$ cat src/rtl/bist_next_sequencer.sv
// bist_next_sequencer: issues a counted series of 4-phase bist_next
// handshakes to a downstream BIST stage, with per-phase timeout and abort.
//
// Ports:
//   bist_clk        in   clock, all state changes on its rising edge
//   reset           in   synchronous active-high reset
//   start           in   one-cycle request to run a sequence
//   num_steps       in   handshake count, sampled on an accepted start
//   timeout_cycles  in   per-phase wait limit (0 = no limit), sampled on start
//   abort           in   cancels a running sequence
//   bist_next       out  registered request to the downstream stage
//   bist_next_ack   in   acknowledge from the downstream stage
//   busy            out  sequence in progress (REQ or RELEASE)
//   done            out  one-cycle pulse on successful completion
//   error           out  sticky timeout flag
//   step_cnt        out  completed handshakes in current/last sequence
//   err_step        out  step_cnt captured at the timeout
module bist_next_sequencer #(
    parameter int STEP_W = 8,
    parameter int TO_W   = 16
) (
    input  logic              bist_clk,
    input  logic              reset,
    input  logic              start,
    input  logic [STEP_W-1:0] num_steps,
    input  logic [TO_W-1:0]   timeout_cycles,
    input  logic              abort,
    output logic              bist_next,
    input  logic              bist_next_ack,
    output logic              busy,
    output logic              done,
    output logic              error,
    output logic [STEP_W-1:0] step_cnt,
    output logic [STEP_W-1:0] err_step
);

    localparam logic [1:0] S_IDLE = 2'd0;
    localparam logic [1:0] S_REQ  = 2'd1;
    localparam logic [1:0] S_REL  = 2'd2;

    logic [1:0]        state_q,  state_d;
    logic              bn_q,     bn_d;
    logic              done_q,   done_d;
    logic              err_q,    err_d;
    logic [STEP_W-1:0] step_q,   step_d;
    logic [STEP_W-1:0] estep_q,  estep_d;
    logic [STEP_W-1:0] nsteps_q, nsteps_d;
    logic [TO_W-1:0]   tlim_q,   tlim_d;
    logic [TO_W-1:0]   tmo_q,    tmo_d;

    logic [TO_W-1:0]   tmo_inc;
    logic [TO_W-1:0]   tmo_wait;
    logic              tmo_hit;
    logic [STEP_W-1:0] step_inc;
    logic              start_ok;

    assign tmo_inc  = tmo_q + TO_W'(1);
    // With the limit disabled the counter is frozen so it never wraps.
    assign tmo_wait = (tlim_q != '0) ? tmo_inc : tmo_q;
    // Fires on the edge that completes the limit-th waiting cycle.
    assign tmo_hit  = (tlim_q != '0) && (tmo_inc == tlim_q);
    assign step_inc = step_q + STEP_W'(1);

    // Start is only honoured with the downstream side idle and no abort.
    assign start_ok = start && !bist_next_ack && !abort;

    always_comb begin
        state_d  = state_q;
        bn_d     = bn_q;
        done_d   = 1'b0;
        err_d    = err_q;
        step_d   = step_q;
        estep_d  = estep_q;
        nsteps_d = nsteps_q;
        tlim_d   = tlim_q;
        tmo_d    = tmo_q;

        unique case (state_q)
            S_IDLE: begin
                bn_d  = 1'b0;
                tmo_d = '0;
                if (start_ok) begin
                    step_d  = '0;
                    err_d   = 1'b0;
                    estep_d = '0;
                    if (num_steps != '0) begin
                        nsteps_d = num_steps;
                        tlim_d   = timeout_cycles;
                        state_d  = S_REQ;
                        bn_d     = 1'b1;
                    end else begin
                        done_d = 1'b1;
                    end
                end
            end

            S_REQ: begin
                if (abort) begin
                    state_d = S_IDLE;
                    bn_d    = 1'b0;
                    tmo_d   = '0;
                end else if (tmo_hit) begin
                    state_d = S_IDLE;
                    bn_d    = 1'b0;
                    tmo_d   = '0;
                    err_d   = 1'b1;
                    estep_d = step_q;
                end else if (bist_next_ack) begin
                    state_d = S_REL;
                    bn_d    = 1'b0;
                    tmo_d   = '0;
                end else begin
                    tmo_d = tmo_wait;
                end
            end

            S_REL: begin
                if (abort) begin
                    state_d = S_IDLE;
                    bn_d    = 1'b0;
                    tmo_d   = '0;
                end else if (tmo_hit) begin
                    state_d = S_IDLE;
                    bn_d    = 1'b0;
                    tmo_d   = '0;
                    err_d   = 1'b1;
                    estep_d = step_q;
                end else if (!bist_next_ack) begin
                    step_d = step_inc;
                    tmo_d  = '0;
                    // Equality ends the run before step_cnt can wrap.
                    if (step_inc == nsteps_q) begin
                        state_d = S_IDLE;
                        bn_d    = 1'b0;
                        done_d  = 1'b1;
                    end else begin
                        state_d = S_REQ;
                        bn_d    = 1'b1;
                    end
                end else begin
                    tmo_d = tmo_wait;
                end
            end

            default: begin
                state_d = S_IDLE;
                bn_d    = 1'b0;
                tmo_d   = '0;
            end
        endcase
    end

    always_ff @(posedge bist_clk) begin
        if (reset) begin
            state_q  <= S_IDLE;
            bn_q     <= 1'b0;
            done_q   <= 1'b0;
            err_q    <= 1'b0;
            step_q   <= '0;
            estep_q  <= '0;
            nsteps_q <= '0;
            tlim_q   <= '0;
            tmo_q    <= '0;
        end else begin
            state_q  <= state_d;
            bn_q     <= bn_d;
            done_q   <= done_d;
            err_q    <= err_d;
            step_q   <= step_d;
            estep_q  <= estep_d;
            nsteps_q <= nsteps_d;
            tlim_q   <= tlim_d;
            tmo_q    <= tmo_d;
        end
    end

    assign bist_next = bn_q;
    assign busy      = (state_q == S_REQ) || (state_q == S_REL);
    assign done      = done_q;
    assign error     = err_q;
    assign step_cnt  = step_q;
    assign err_step  = estep_q;

endmodule

$ cat config.mk
export PLATFORM = sky130hd
export DESIGN_NAME = bist_next_sequencer
export DESIGN_NICKNAME = d
export VERILOG_FILES = /design/src/rtl/bist_next_sequencer.sv
export SDC_FILE = /design/constraint.sdc
export NUM_CORES = 1
export LEC_CHECK = 0
export ABC_AREA = 0
export ABC_CLOCK_PERIOD_IN_PS = 4000
export BUFFER_PORTS_ARGS = -buffer_cell sky130_fd_sc_hd__buf_2
export CAP_MARGIN = 25
export CORE_ASPECT_RATIO = 1.5
export CORE_MARGIN = 4
export CORE_UTILIZATION = 40
export CTS_CLUSTER_DIAMETER = 30
export DETAILED_ROUTE_END_ITERATION = 10
export PLACE_DENSITY = 0.57
export SLEW_MARGIN = 30
export SYNTH_ARGS = -nofsm -noshare
export SYNTH_HDL_FRONTEND = slang
export SYNTH_SLANG_ARGS = --single-unit
export TNS_END_PERCENT = 1
$ cat constraint.sdc
create_clock -name bist_clk -period 4 [get_ports bist_clk]
set_clock_uncertainty 0.1 [all_clocks]
set_input_delay 0.4 -clock bist_clk [delete_from_list [all_inputs] [get_ports bist_clk]]
set_output_delay 0.4 -clock bist_clk [all_outputs]
set_load 0.05 [all_outputs]
==> results.md <==
- Top-area cell type share of the netlist area: 34.5%
- Crit. End Element: flip-flop
- CP arrival: 3.51 ns
- Overall fraction of global-route tracks in use: around 19%
- RSZ-0062 raised after global routing: no
- Fmax: 294 MHz
- Initial DRC Count: 146
- Diode count: 0
- I/O pins: 49
- Number of flops mapped to enable cells by yosys: 0
- RePlAce Congestion: 0.873
- Total number of vias: 3339
- Die H: 123 µm
- Net count after synthesis: roughly 490
- Synth Flop Type: dfxtp_1
- First-pass GRT wire length: 15.8 mm
- Drt drc: 0
- Synth Cell Area: 3540 µm²
- Inserted Clock Buffers: 9
- Cells after DPL: 581
- Vias per inst: 5.59
- Synthesis-stage register bit count: 61
- Synth cell types: 54
- First-pass DRT Iterations: 4
- WL per Instance: 16.1 µm
- Post-cts hold buffer count: 0
- Yosys warning total: 0
- Worst-Margin Slew: 0.902 ns
- Share of cells above drive strength 1: approximately 16%
- Sequential fraction of the synthesis area: between 30% and 40%
- Critical path class: flip-flop to flip-flop
- Worst vdd rail ir drop: approximately 0.33 mV
- Power Density: between 400 and 500 nW/µm²
- Resized Gates After CTS: 0
- Core Region: 8520 µm²
- Req. time, crit path: 4.11 ns
- Worst setup SP type: flip-flop
- Final critical-path share of the clock period: 85.1%
- Congestion Overflow GR: 0
- Initial antenna violation count: 0
- Outcome: finished, final reports clean
- Syn Area/Cell: 7.82 µm²
- Total wire length: 9.59 mm
- Final Hold Viols: 0
- Die area: between 10000 and 15000 µm²
- H-tree Lvls: 3
- Final Slew Violations: 0
- Synth area leaders: dfxtp_1, nand2_1, xnor2_1, xor2_1, a21oi_1
- Area grow syn2layout: 17.0%
- Detailed placement HPWL: 7.00 mm
- Leakage: 0.00153 µW
- Nets: 520
- Die W: 84.9 µm
- Syn Inst Count: 453
- Max_cap viols: 0
- Worst-path maximum fanout: 18
- Tmin final: about 3.4 ns
- Final TNS setup: 0 ns
- Clock Sink Count: 61
- Worst skew pair latency: 0.33 ns
- Worst-path clk slew: around 0.06 ns
- Starting Density: 41.6%
- CTS root buf: clkbuf_16
- Port-buffer cells: 48
- Clock Tree Buf Depth: 2
- Post-synth top area cell: dfxtp_1
- Reg-to-reg slack, setup: 0.60 ns
- Detail Route Antenna Nets: 0
- HP Class: input port to flip-flop
- Clock tree from TritonCTS: built
- Worst slew margin: approximately 39%
- Pin count of the biggest net entering global routing: 32
- Setup-failing EPs final: 0
- Post-synthesis async set-or-reset flop share: 0%
- Cell row count: between 40 and 50
- Vias in the first global route: 3301
- Setup repair bufs after CTS: 0
- Non-Filler Instances: between 500 and 600
-- cells in the mapped netlist (4+ instances only) --
master     n
nand3_1   17
nor4_1    13
ha_1       6
nand2b_1   6
nor3_1     8
buf_2      5
dfxtp_1   61
inv_1      7
xnor2_1   23
and3_1     5
a41oi_1   10
mux2i_1    5
nand2_1   79
a211oi_1   4
nor2_1    37
a21oi_1   32
xor2_1    21
nand4_1   10
clkbuf_1  24
o21ai_0   19
nor3b_1    9
-- placed cells by master (no fill, tap or decap), types with 5 or more instances in the layout --
cell type / Yosys / routed
ha_1: 6 / 6
a21oi_1: 32 / 32
dfxtp_1: 61 / 61
xnor2_1: 23 / 23
nor2_1: 37 / 37
clkbuf_16: 0 / 9
nor3b_1: 9 / 9
nand2b_1: 6 / 6
nor3_1: 8 / 8
nand2_1: 79 / 78
nand4_1: 10 / 10
nor4_1: 13 / 13
nand3_1: 17 / 17
o21ai_0: 19 / 19
mux2i_1: 5 / 5
buf_4: 3 / 5
xor2_1: 21 / 21
and3_1: 5 / 5
buf_2: 5 / 48
inv_1: 7 / 7
a41oi_1: 10 / 10
-- worst max-delay path, cell delays in order, from the launching register on --
cell and delay, ns:
dfxtp_1 0.44, ha_1 0.30, nand3_4 0.15, or3_4 0.43
or3_1 0.37, a211oi_2 0.24, nand4_2 0.40, or2_1 0.49
a41oi_1 0.25, o21ai_0 0.11
-- area by class of cell --
type	instances	area (µm²)
Clock buffer	12	256
Inverter	8	30.0
Timing Repair Buffer	53	278
Clock inverter	4	70.1
Tap cell	107	134
Fill cell	887	4370
Sequential cell	61	1220
Multi-Input combinational cell	352	2160
-- state kept, by name (all words and copies together) (netlist names) --
name and count:
done 1, nsteps_q 8, state_q 2, error 1, bist_next 1, tlim_q 16
tmo_q 16, step_cnt 8, err_step 8
-- metrics by stage --
step	utilization [%]	hold WS, ns	total power, µW	setup WS [ns]	area (µm²)
after floorplan	-	0.348	833	1.11	3540
after global placement	44.8	0.360	912	0.680	3820
after detailed placement	44.8	0.366	914	0.590	3820
after CTS	48.7	0.196	1770	0.571	4140
after global routing	48.7	0.202	1830	0.314	4150
final	48.7	0.204	1760	0.597	4150
-- final timing paths --
check,from,end,depth (start not counted)
setup / recovery,tmo_q[0],err_step[4],9
hold / removal,timeout_cycles[9],tlim_q[9],3
setup reg to reg,tmo_q[0],err_step[4],9
hold reg to reg,nsteps_q[4],nsteps_q[4],2
-- per-layer routing --
layer	track usage [%]	wire [µm]	share of wire, %
met1	21.1	3840	40
met2	34.7	5120	53
met3	4.53	347	3.6
met4	9.11	284	3.0
met5	0	0	0
-- logic make-up (layout without fill, tap and decap cells) --
logic type	after synthesis	after routing	share of synthesized area, %
buffers and inverters	40	77	4.73
xor gates and xnor gates	45	45	11.5
and+or+nand+nor	200	200	27.6
adders and majority gates	6	6	2.12
muxes	5	5	1.41
AOI/OAI and AO/OA	96	96	18.1
DFF	61	61	34.5
-- power by group --
group          switching, µW  internal [µW]
combinational            169           85.1
clock                    279            577
sequential              19.0            627
Note: power is estimated with default switching activity, not from simulation.
